$ cat src/rtl/stump_control_pkg.sv
// rtl/stump_control_pkg.sv - Stump control state codes, opcode and condition names, instruction fields
package stump_control_pkg;

    typedef enum logic [1:0] {
        FETCH   = 2'b00,
        EXECUTE = 2'b01,
        MEMORY  = 2'b10
    } state_t;

    typedef enum logic [2:0] {
        OP_ADD  = 3'b000,
        OP_ADC  = 3'b001,
        OP_SUB  = 3'b010,
        OP_SBC  = 3'b011,
        OP_AND  = 3'b100,
        OP_OR   = 3'b101,
        OP_LDST = 3'b110,
        OP_BCC  = 3'b111
    } opcode_t;

    typedef enum logic [3:0] {
        COND_AL = 4'h0,
        COND_NV = 4'h1,
        COND_HI = 4'h2,
        COND_LS = 4'h3,
        COND_CC = 4'h4,
        COND_CS = 4'h5,
        COND_NE = 4'h6,
        COND_EQ = 4'h7,
        COND_VC = 4'h8,
        COND_VS = 4'h9,
        COND_PL = 4'hA,
        COND_MI = 4'hB,
        COND_GE = 4'hC,
        COND_LT = 4'hD,
        COND_GT = 4'hE,
        COND_LE = 4'hF
    } cond_t;

    // Field view of the 16-bit instruction word; branch condition overlays {sl, dst}.
    typedef struct packed {
        opcode_t    opcode;
        logic       imm;
        logic       sl;
        logic [2:0] dst;
        logic [2:0] a;
        logic [2:0] b;
        logic [1:0] shift;
    } instr_t;

    localparam logic [2:0] PC_REG = 3'd7;

endpackage

$ cat src/rtl/stump_cond_eval.sv
// rtl/stump_cond_eval.sv - branch condition evaluation against the {N,Z,V,C} register
module stump_cond_eval
    import stump_control_pkg::*;
(
    input  logic [3:0] cond,
    input  logic [3:0] cc,
    output logic       taken
);

    logic n, z, v, c;

    assign n = cc[3];
    assign z = cc[2];
    assign v = cc[1];
    assign c = cc[0];

    // Carry is not-borrow, so unsigned "higher" is C set and Z clear.
    always_comb begin
        taken = 1'b0;
        case (cond_t'(cond))
            COND_AL: taken = 1'b1;
            COND_NV: taken = 1'b0;
            COND_HI: taken = c & ~z;
            COND_LS: taken = ~c | z;
            COND_CC: taken = ~c;
            COND_CS: taken = c;
            COND_NE: taken = ~z;
            COND_EQ: taken = z;
            COND_VC: taken = ~v;
            COND_VS: taken = v;
            COND_PL: taken = ~n;
            COND_MI: taken = n;
            COND_GE: taken = (n == v);
            COND_LT: taken = (n != v);
            COND_GT: taken = ~z & (n == v);
            COND_LE: taken = z | (n != v);
        endcase
    end

endmodule

$ cat src/rtl/stump_control.sv
// rtl/stump_control.sv - Stump FETCH/EXECUTE/MEMORY sequencer, datapath select decode and CC register
module stump_control
    import stump_control_pkg::*;
(
    input  logic        clk,
    input  logic        rst,
    input  logic [15:0] ir,
    input  logic [3:0]  flags_in,
    output logic        fetch,
    output logic        execute,
    output logic        memory,
    output logic [2:0]  alu_func,
    output logic [1:0]  shift_op,
    output logic        opB_mux_sel,
    output logic        ext_op,
    output logic [2:0]  srcA,
    output logic [2:0]  srcB,
    output logic [2:0]  dest,
    output logic        reg_write,
    output logic        mem_ren,
    output logic        mem_wen,
    output logic [3:0]  cc
);

    state_t state;
    state_t state_next;
    instr_t f;
    logic   alu_op;
    logic   taken;

    assign f      = instr_t'(ir);
    assign alu_op = (f.opcode != OP_LDST) && (f.opcode != OP_BCC);

    stump_cond_eval u_cond_eval (
        .cond  (ir[11:8]),
        .cc    (cc),
        .taken (taken)
    );

    always_ff @(posedge clk or posedge rst) begin
        if (rst) begin
            state <= FETCH;
        end else begin
            state <= state_next;
        end
    end

    always_comb begin
        state_next = FETCH;
        case (state)
            FETCH:   state_next = EXECUTE;
            EXECUTE: state_next = (f.opcode == OP_LDST) ? MEMORY : FETCH;
            MEMORY:  state_next = FETCH;
            default: state_next = FETCH;
        endcase
    end

    // Flags are captured only by ALU ops with S set; memory and branch ops leave cc alone.
    always_ff @(posedge clk or posedge rst) begin
        if (rst) begin
            cc <= 4'b0000;
        end else if (state == EXECUTE && alu_op && f.sl) begin
            cc <= flags_in;
        end
    end

    always_comb begin
        fetch       = 1'b0;
        execute     = 1'b0;
        memory      = 1'b0;
        alu_func    = 3'b000;
        shift_op    = 2'b00;
        opB_mux_sel = 1'b0;
        ext_op      = 1'b0;
        srcA        = 3'd0;
        srcB        = 3'd0;
        dest        = 3'd0;
        reg_write   = 1'b0;
        mem_ren     = 1'b0;
        mem_wen     = 1'b0;
        case (state)
            FETCH: begin
                fetch = 1'b1;
            end
            EXECUTE: begin
                execute  = 1'b1;
                alu_func = f.opcode;
                if (f.opcode == OP_BCC) begin
                    srcA        = PC_REG;
                    opB_mux_sel = 1'b1;
                    ext_op      = 1'b1;
                    dest        = PC_REG;
                    reg_write   = taken;
                end else begin
                    srcA = f.a;
                    if (alu_op) begin
                        dest      = f.dst;
                        reg_write = 1'b1;
                    end
                    if (f.imm) begin
                        opB_mux_sel = 1'b1;
                    end else begin
                        srcB     = f.b;
                        shift_op = f.shift;
                    end
                end
            end
            MEMORY: begin
                memory = 1'b1;
                if (f.sl) begin
                    mem_wen = 1'b1;
                    srcA    = f.dst;
                end else begin
                    mem_ren   = 1'b1;
                    reg_write = 1'b1;
                    dest      = f.dst;
                end
            end
            default: begin
            end
        endcase
    end

endmodule
$ cat config.mk
export PLATFORM = sky130hd
export DESIGN_NAME = stump_control
export DESIGN_NICKNAME = d
export VERILOG_FILES = /design/src/rtl/stump_control_pkg.sv /design/src/rtl/stump_cond_eval.sv /design/src/rtl/stump_control.sv
export SDC_FILE = /design/constraint.sdc
export NUM_CORES = 1
export LEC_CHECK = 0
export ABC_CLOCK_PERIOD_IN_PS = 1600
export CAP_MARGIN = 20
export CORE_MARGIN = 2
export CORE_UTILIZATION = 30
export DETAILED_ROUTE_END_ITERATION = 8
export PLACE_DENSITY = 0.82
export SKIP_CTS_REPAIR_TIMING = 1
export SYNTH_ARGS = -nofsm -noshare
export SYNTH_HDL_FRONTEND = slang
export SYNTH_SLANG_ARGS = --single-unit
$ cat constraint.sdc
create_clock -name clk -period 1.6 [get_ports clk]
set_input_delay 0.24 -clock clk [delete_from_list [all_inputs] [get_ports clk]]
set_output_delay 0.24 -clock clk [all_outputs]
set_load 0.005 [all_outputs]
==> results.json <==
{
  "outcome": "finished with violations",
  "violations": "setup timing",
  "postLayoutCellArea_sq_um": 1240,
  "clock-root-buffer": "clkbuf_4",
  "cp_data_required_time_ps": 1360,
  "reg_to_reg_end": "cc[1]$_DFFE_PP0P_",
  "final.period_utilization_pct": 110,
  "ys_ff_latch": 6,
  "io_buffer_count": 47,
  "insertion_delay_ps": 240,
  "worstPathMaxFanout": 6,
  "synth_top_cell_area_share_pct": 28.4,
  "global_route_wire_length_before_repair_mm": 2.75,
  "finClkSkew_ps": 1.97,
  "report.final.hold_viol_count": 0,
  "worst_reg2reg_setup_slack_ps": 120,
  "postRouteAntennaNets": 0,
  "final_layout_net_count": 156,
  "clock_tree.htree_level_count": 1,
  "fin_setup_tns_ps": -933,
  "initialDrtViolationCount": 6,
  "hold_path_class": "primary input to asynchronous set/reset pin",
  "hold_slack_ps": 208,
  "dp.final_hpwl_mm": 1.56,
  "power-per-cell-area_nw_per_um2": 1220,
  "timing.critical_path.from_type": "flop",
  "numPlacedInstances": 140,
  "die_h_um": 46.0,
  "post_synth_main_area_contributors": "dfrtp_1 (28%), a21boi_0 (8.5%), mux2_2 (8.5%)",
  "detailroute.via_count": 697,
  "grt_max_degree": 10,
  "finalCriticalPeriod_ps": 1750,
  "core_area_sq_um": 1690,
  "warning_count_from_the_yosys_run": 0,
  "rr_startpoint": "state[0]$_DFF_PP0_",
  "floorplan.rows": 15,
  "setup.worst_path.end": "dest[1]",
  "viasPerCell": 4.77,
  "worst-r2r-cell-count": 5,
  "timing.final.ws_setup_ps": -155,
  "fp.dieW_um": 46.0,
  "drc_errors": 0,
  "routabilityCongestion": 0.717,
  "syn_area_per_cell_sq_um": 8.52,
  "initial_utilization_pct": 31.3,
  "grt_pass1_vias": 673,
  "n_antenna_cell": 0,
  "grt_overflow": 0,
  "cts.sinks": 6,
  "crit_start": "state[0]$_DFF_PP0_",
  "cell_accounting_for_the_most_synthesized_area": "dfrtp_1",
  "grt_util_all_layers_pct": 18.0,
  "stdcell_count": 146,
  "actual_slew_at_the_worst_max_slew_pin_ps": 215,
  "post_route_cells_drive_above_1_share_pct": 38.0,
  "clock_tree_from_tritoncts": "done",
  "top_level_ports": 48,
  "syn_area_sq_um": 528,
  "fmax_ghz": 0.570,
  "drv.max_cap_violation_count": 0,
  "setup_violators_final": 7,
  "placed_area_sq_um": 1130,
  "vdd_drop_max_mv": 0.852,
  "drt-wirelength-per-cell_um": 13.4,
  "inserted_clock_buffers": 3,
  "slew_violations": 0,
  "synth_cells": 62,
  "worstSetupEndpointType": "primary output",
  "detailedRoute.firstPassIterationCount": 4,
  "synth_fp_nets": 87,
  "clock_path_buffers": 2,
  "antenna_found_initial": 0,
  "setup.worst_path.class": "flop to primary output",
  "arrival_time_worst_endpoint_ps": 1510,
  "ys_seq_area_share_pct": 28.4,
  "die_area_sq_um": 2110,
  "routed_wirelength_mm": 1.96,
  "area_growth_syn_to_layout_pct": 135,
  "cts.clk_slew.worst_paths_ps": 40,
  "static-leakage-power_nw": 0.793,
  "synthDistinctLibCells": 23,
  "rsz0062_at_grt": "true",
  "max-slew-margin-rel_pct": 85.7
}
## sequential cells by signal (all words and copies together), names as in the netlist
name and count:
cc 4, state 2
## synthesized netlist by cell type
master,instances
and2_2,1
a21o_1,1
and2b_2,1
mux2_2,4
a21boi_0,6
inv_1,6
nand3_1,2
dfrtp_1,6
a21oi_1,2
a221o_1,1
nor2b_1,1
clkbuf_1,1
nor2_1,1
ha_1,3
xor2_1,2
a31oi_1,2
a22oi_1,3
nor3b_1,2
o21ai_1,1
nand2_1,6
a32oi_1,1
and3_1,6
and2_1,3
## per-layer routing
metal | global-route usage, % | part of all wire [%] | vias up
li1 | - | - | 358
met1 | 18.8 | 38 | 318
met2 | 34.2 | 58 | 21
met3 | 2.78 | 4.4 | 0
met4 | 8.57 | 0 | 0
met5 | 0 | 0 | -
## cells in the final DEF, fill, tap and decap left out, types with 2 or more instances in the layout
master	n
and3_1	6
inv_2	2
buf_4	15
a21boi_1	4
and2_1	2
a31oi_1	2
mux2_2	4
dlymetal6s2s_1	17
a21boi_2	2
nor3b_1	2
buf_2	4
and2_4	2
clkbuf_4	3
a21oi_1	2
nand2_1	6
clkbuf_2	6
inv_1	4
buf_6	3
dfrtp_1	6
xor2_1	2
a22oi_2	3
clkdlybuf4s50_1	20
## how the worst min path moves through the flow
| stage | start | end | cells after the start |
|---|---|---|---|
| CTS | rst | state[1]$_DFF_PP0_ | 2 |
| finish | rst | cc[0]$_DFFE_PP0P_ | 2 |
| global placement | rst | state[1]$_DFF_PP0_ | 2 |
| detailed placement | rst | state[1]$_DFF_PP0_ | 2 |
| global route | rst | cc[2]$_DFFE_PP0P_ | 2 |
| floorplan | rst | cc[0]$_DFFE_PP0P_ | 1 |
## critical path, cell delays in order (launching register included)
cell,delay [ps]
dfrtp_1,370
buf_6,110
ha_4,140
and2_4,160
nand3_4,80
buf_6,140
a21boi_1,140
buf_2,130
## final cells by class
type,count,area (sq um)
clock buffers,3,22.5
fillers,132,450
inverters,6,22.5
multi-input cells,49,413
flip-flops and latches,6,150
well taps,17,21.3
repair buffers,65,609
## logic make-up after synthesis
logic type / Yosys count / synth area share (%)
adders and majority gates: 3 / 7.11
DFF: 6 / 28.4
buffers and inverters: 7 / 4.98
AOI/OAI and AO/OA: 17 / 23.0
xor gates and xnor gates: 2 / 3.32
and+or+nand+nor: 23 / 24.6
muxes: 4 / 8.53
## where the power goes
part           leakage [nW]  internal [mW]  total, mW  switching [mW]
registers            0.0721          0.220      0.267          0.0472
logic                 0.707          0.686       1.11           0.425
clock network        0.0138         0.0842      0.130          0.0456
total                 0.793          0.990       1.51           0.517
## metrics by stage
| step | utilization, % | total power [mW] | setup slack (ps) |
|---|---|---|---|
| floorplan | - | 0.673 | 95.2 |
| global placement | 66.8 | 1.31 | -718 |
| detailed placement | 66.8 | 1.34 | -760 |
| CTS | 68.1 | 1.48 | -764 |
| global route | 73.3 | 1.63 | -253 |
| finish | 73.3 | 1.51 | -155 |
No activity file was read; power rests on OpenSTA's default activity.
